--- config.mk ---
export PLATFORM = sky130hd
export DESIGN_NAME = writeback_stage
export DESIGN_NICKNAME = d
export VERILOG_FILES = /design/src/rtl/writeback_stage.sv
export SDC_FILE = /design/constraint.sdc
export NUM_CORES = 1
export LEC_CHECK = 0
export CORE_UTILIZATION = 49
export CTS_CLUSTER_SIZE = 20
export DETAILED_ROUTE_END_ITERATION = 6
export PLACE_DENSITY = 0.9
export SLEW_MARGIN = 10
export SYNTH_ARGS = -nofsm -noshare
export SYNTH_HDL_FRONTEND = slang
export SYNTH_SLANG_ARGS = --single-unit
--- constraint.sdc ---
create_clock -name clk -period 3.08 [get_ports clk]
set_input_delay 0.462 -clock clk [delete_from_list [all_inputs] [get_ports clk]]
set_output_delay 0.462 -clock clk [all_outputs]
set_load 0.03 [all_outputs]
--- src/rtl/writeback_stage.sv ---
// MEM/WB pipeline register and writeback logic for the pipelined RV32I core.
// Extends load data, selects the register-file write data and counts retirements.
module writeback_stage #(
  parameter int unsigned DATA_WIDTH    = 32,
  parameter int unsigned ADDRESS_WIDTH = 5
) (
  input  logic                     clk,
  input  logic                     rst,
  input  logic                     StallW,
  input  logic                     FlushW,
  input  logic                     ValidM,
  input  logic                     RegWriteM,
  input  logic [1:0]               ResultSrcM,
  input  logic [2:0]               Funct3M,
  input  logic [ADDRESS_WIDTH-1:0] RdM,
  input  logic [DATA_WIDTH-1:0]    ALUResultM,
  input  logic [DATA_WIDTH-1:0]    ReadDataM,
  input  logic [DATA_WIDTH-1:0]    PCPlus4M,
  output logic [ADDRESS_WIDTH-1:0] RdW,
  output logic [DATA_WIDTH-1:0]    ResultW,
  output logic                     RegWriteW,
  output logic [31:0]              InstRetW
);

  localparam logic [1:0] SrcAlu  = 2'b00;
  localparam logic [1:0] SrcLoad = 2'b01;
  localparam logic [1:0] SrcPc4  = 2'b10;

  localparam logic [2:0] F3Lb  = 3'b000;
  localparam logic [2:0] F3Lh  = 3'b001;
  localparam logic [2:0] F3Lbu = 3'b100;
  localparam logic [2:0] F3Lhu = 3'b101;

  logic                     valid_q;
  logic                     regwrite_q;
  logic [1:0]               src_q;
  logic [2:0]               funct3_q;
  logic [ADDRESS_WIDTH-1:0] rd_q;
  logic [1:0]               off_q;
  logic [DATA_WIDTH-1:0]    alu_q;
  logic [DATA_WIDTH-1:0]    rdata_q;
  logic [DATA_WIDTH-1:0]    pc4_q;
  logic [31:0]              instret_q;

  always_ff @(posedge clk) begin
    if (rst) begin
      valid_q    <= 1'b0;
      regwrite_q <= 1'b0;
      src_q      <= '0;
      funct3_q   <= '0;
      rd_q       <= '0;
      off_q      <= '0;
      alu_q      <= '0;
      rdata_q    <= '0;
      pc4_q      <= '0;
      instret_q  <= '0;
    end else if (FlushW) begin
      // Bubble: counter is left alone, even if a stall is also requested.
      valid_q    <= 1'b0;
      regwrite_q <= 1'b0;
      src_q      <= '0;
      funct3_q   <= '0;
      rd_q       <= '0;
      off_q      <= '0;
      alu_q      <= '0;
      rdata_q    <= '0;
      pc4_q      <= '0;
    end else if (!StallW) begin
      valid_q    <= ValidM;
      regwrite_q <= RegWriteM & ValidM;
      src_q      <= ResultSrcM;
      funct3_q   <= Funct3M;
      rd_q       <= RdM;
      off_q      <= ALUResultM[1:0];
      alu_q      <= ALUResultM;
      rdata_q    <= ReadDataM;
      pc4_q      <= PCPlus4M;
      if (ValidM) begin
        instret_q <= instret_q + 32'd1;
      end
    end
  end

  logic [7:0]            ld_byte;
  logic [15:0]           ld_half;
  logic [DATA_WIDTH-1:0] load_ext;

  always_comb begin
    ld_byte = rdata_q[{off_q, 3'b000} +: 8];
    ld_half = off_q[1] ? rdata_q[31:16] : rdata_q[15:0];
    load_ext = rdata_q;
    case (funct3_q)
      F3Lb:    load_ext = {{(DATA_WIDTH-8){ld_byte[7]}}, ld_byte};
      F3Lbu:   load_ext = {{(DATA_WIDTH-8){1'b0}}, ld_byte};
      F3Lh:    load_ext = {{(DATA_WIDTH-16){ld_half[15]}}, ld_half};
      F3Lhu:   load_ext = {{(DATA_WIDTH-16){1'b0}}, ld_half};
      default: load_ext = rdata_q;
    endcase
  end

  always_comb begin
    ResultW = alu_q;
    case (src_q)
      SrcAlu:  ResultW = alu_q;
      SrcLoad: ResultW = load_ext;
      SrcPc4:  ResultW = pc4_q;
      default: ResultW = alu_q;
    endcase
  end

  // x0 is hardwired to zero, so never raise the write enable for it.
  assign RegWriteW = regwrite_q & (rd_q != '0);
  assign RdW       = rd_q;
  assign InstRetW  = instret_q;

  logic unused_valid;
  assign unused_valid = valid_q;

endmodule

# Yosys cells after proc, flatten, opt, wreduce, memory -nomap -nowiden
# Cells that the tools add are included.
[classes] addsub=1 eq_ne=5 n_shift=1 mux=3 bitwise_logic=4 reduce_logical=4
[op_table] operator="$pmux 32 s4" n=1
[op_table] operator="$pmux 32 s2" n=1
[op_table] operator="$add 32x1->32 const B" n=1
[op_table] operator="$shiftx 32x6->8" n=1
[op_table] operator="$mux 16" n=1
[op_table] operator="$eq 3x3->1 const B" n=2
[op_table] operator="$reduce_bool 5->1" n=1
[op_table] operator="$eq 3x1->1 const B" n=1
[op_table] operator="$logic_not 3->1" n=1
[op_table] operator="$reduce_and 3->1" n=1
[op_table] operator="$and 1x1->1" n=2
[op_table] operator="$eq 2x1->1 const B" n=1
[op_table] operator="$eq 2x2->1 const B" n=1
[op_table] operator="$not 1->1" n=2
[op_table] operator="$reduce_or 2->1" n=1
[word_totals] regBits=141 input_bits=112 output_inout_bits=70 wordCells=27

# Longest topological paths before layout
# Gate-level depths: netlist (run 1).
[depth] word_depth=3 depth_mapped=7

# Worst setup path after synthesis (run 1)
# Ideal clock, no wire load.
[synth_timing] path_type="reg-to-output" from="register alu_q[1] (netlist name)" to="output port ResultW[24]" t_arrival_ns=2.062 required_time_ns=2.618 setup_slack_ns=0.556 stages_incl_launch_ff=7 cell_sequence="dfxtp_1 -> clkbuf_1 -> mux2i_1 -> mux2i_1 -> a21oi_1 -> clkbuf_1 -> o31ai_1"
[synth_rtl] item="to (decl)" line="20" rtl="output logic [DATA_WIDTH-1:0] ResultW,"

# Worst setup path after layout (run 1)
[layout_timing] from="register off_q[0]" to="output port ResultW[30]"
[layout_between] elab_chain_cells=3
[layout_rtl] item="from (decl)" line="39" rtl="logic [1:0] off_q;"
[layout_rtl] item="from (signal assigned)" line="74" rtl="off_q <= ALUResultM[1:0];"
[layout_rtl] item="$shiftx 32x6->8" line="89" rtl="ld_byte = rdata_q[{off_q, 3'b000} +: 8];"
[layout_rtl] item="$pmux 32 s4" line="92" rtl="case (funct3_q)"
[layout_rtl] item="$pmux 32 s2" line="103" rtl="case (src_q)"
# No other way between the ends.

==> metrics.txt, run 1 <==
FMAX=~330 MHz; setup TNS=0 ps; Bufs on Longest Clock Path=2; drt initial violations=510; Post-Syn Nets=888; crit path DAT=2590 ps; Hold Path Class=in -> reg; WL/cell=roughly 17 um; Cell variety after synth=43; Final period util=0.9900; commonest cells after routing, fill and taps aside=150 x clkdlybuf4s50_1, 147 x nor2_1, 139 x dfxtp_1; CP Depth=5; TritonCTS Buffers=17; cell count after placement=between 1000 and 1500; GRT Util Overall=0.2761; pin count of the biggest net entering global routing=69; final wirelength=19310 um; Warnings, synthesis=0; slew margin rel.=0.4976; Via density=between 5 and 6; area delta synth->final=38.72%; gpl congestion=roughly 0.90; DP HPWL=between 10000 and 15000 um; DRC=0; clk_lat worst skew=between 400 and 500 ps; fraction of registers with async set/reset=0; skew final=slightly below 5 ps; fillcell total=around 1000; Avg Cell Area, Syn=around 8.6 um2; Pleak=3.713 nW; hold path cells=3; CTS tree=done; first-pass GRT wire length=29830 um; Worst EP required=~2600 ps; number of port buffers=181; Hold Vio Cnt, Final=0; vias=6227; gr ovfl total=0; drt pass-1 iters=5; Nets=roughly 1000; crit path kind=reg -> out; Final Non-Filler Cells=between 1000 and 1500; critical path's slowest cell=clkdlybuf4s50_1; Die Area=about 14000 um2; Yosys top cell area share=0.4205; #FFs+latches synth=139; Final Util=0.6960; worst slew pin tran=approximately 750 ps; FP Rows=42; Slew Viols, Final=0; Synth Instances=773; outcome=complete, no violations; Core ar.=~13000 um2; Chip Width=118.2 um; ant diodes=0; Max-Cap Viols=0; Die Y=118.2 um; # H-tree levels=4; cells along the critical path=or2_2 -> mux2i_1 -> a21oi_4 -> o31ai_1 -> clkdlybuf4s50_1; antenna violations before repair=0; CP bufs+invs=1; mapped cell area=approximately 6600 um2; CP top delay family=buffers and inverters; I/O pin count=between 150 and 200; post-synth top area cell=dfxtp_1; clk slew on worst S/H paths=~60 ps; EDFF count, synth=0; layout cell share with drive strength beyond 1=0.08148; synth top area cells=dfxtp_1 42%, mux2i_1 18%, nor2_1 8.3%; R2R depth=4; Critical Path Fanout Max=12; Final min period=3049 ps; Seq/Total Area, Yosys=0.4205; Tot Pwr=4.487 mW; critical path capture point type=output pin; commonest non-fill, non-tap cell in the layout=clkdlybuf4s50_1; PD cells=between 400 and 500 nW/um2; Initial Util=0.5017; setup violators final=0; Clock Tree Root=clkbuf_16; number of global-route vias before repair=5974; hold_buf cts=0; antenna viol nets, final=0; Critical Path Max Stage Delay=between 700 and 800 ps; Worst VDD drop=between 0.3 and 0.4 mV; Clock Sinks=139; ys flop type=dfxtp_1; CP Launch Type=register
stage by stage:
| step | cell area, um2 | setup WS (ps) | hold WS [ps] |
|---|---|---|---|
| finish | 9180 | 30.88 | 484.1 |
| global route | 9180 | -1.827 | 501.9 |
| CTS | 9138 | 7.051 | 473.0 |
| detailed placement | 8551 | -42.40 | 484.0 |
| global placement | 8551 | 137.1 | 471.9 |
| floorplan | 6618 | 556.2 | 456.0 |
cells in the mapped netlist, types with 2 or more instances:
cell type / n
nor2_1: 147
dfxtp_1: 139
mux2i_1: 118
a21oi_1: 65
clkbuf_1: 50
nand2_1: 28
nor2b_1: 25
o21ai_0: 21
o31ai_1: 21
inv_1: 18
nand3_1: 15
or4_1: 14
buf_1: 10
nand2b_1: 9
nor3b_1: 9
nand4_1: 8
xnor2_1: 8
a21o_1: 7
a32oi_1: 7
o211ai_1: 7
nor4_1: 5
or3_1: 5
and3_1: 3
and4_1: 3
ha_1: 3
mux2_2: 3
nor3_1: 3
xor2_1: 3
a22oi_1: 2
nand3b_1: 2
nor4b_1: 2
or2_2: 2
metal layers:
layer / vias up / routed length, um / GRT usage
met2: 235 / 9405 / 0.4669
li1: 3015 / - / -
met3: 46 / 1423 / 0.08687
met1: 2931 / 7711 / 0.3083
met4: 0 / 766 / 0.1498
met5: - / 0 / 0
layout make-up:
cell class | count | area [um2] | area share
clock buffer | 23 | 457.9 | 0.04988
clock inverter | 9 | 120.1 | 0.01308
inverter | 18 | 67.56 | 0.007360
multi-input combinational | 554 | 3555 | 0.3872
sequential | 139 | 2783 | 0.3031
tap | 176 | 220.2 | 0.02399
timing repair buffer | 202 | 1977 | 0.2153
cell families after synthesis:
kind of cell	count (synthesis)	synth area share
mux	121	0.1836
buf+inv	80	0.04575
xor+xnor	11	0.01456
flops	139	0.4205
simple gates	284	0.2074
fa+ha+maj	3	0.005673
compound gates	135	0.1225
where the power goes:
group          internal [mW]  switching (mW)  total [mW]  leakage [nW]
Sequential              1.85          0.0345        1.88          1.13
Clock                   1.28           0.754        2.04         0.288
Combinational          0.288           0.280       0.568          2.29
Total                   3.42            1.07        4.49          3.71
worst paths after layout:
kind,slack [ps],to,start
min reg2reg,490,pc4_q[7]$_SDFFE_PP0N_,pc4_q[7]$_SDFFE_PP0N_
max,30,ResultW[30],off_q[0]$_SDFFE_PP0N_
min,480,pc4_q[7]$_SDFFE_PP0N_,StallW
max reg2reg,790,InstRetW[28]$_SDFFE_PP0P_,InstRetW[2]$_SDFFE_PP0P_
flip-flops by register name, indices dropped and copies added, names as in the netlist:
signal      cells
regwrite_q      1
src_q           2
RdW             5
off_q           1
InstRetW       32
funct3_q        3
rdata_q        32
alu_q          31
pc4_q          32
worst min-delay path, stage by stage:
cell and delay, ps:
buf_6 190, mux2i_1 150, nor2_1 70
timing repair:
item / in CTS / in global routing
resized for setup: 4 / 13
setup buffers: 0 / 1
pin swaps: 0 / 1
setup endpoints to repair: 16 / 12
Power figures use the tool's default switching activity.
==> inputs of run 2 (changes only) <==
ABC_CLOCK_PERIOD_IN_PS = 3080   (was not set)
==> results of run 2 <==
No change in the layout: final DEF, timing and power equal those of run 1.
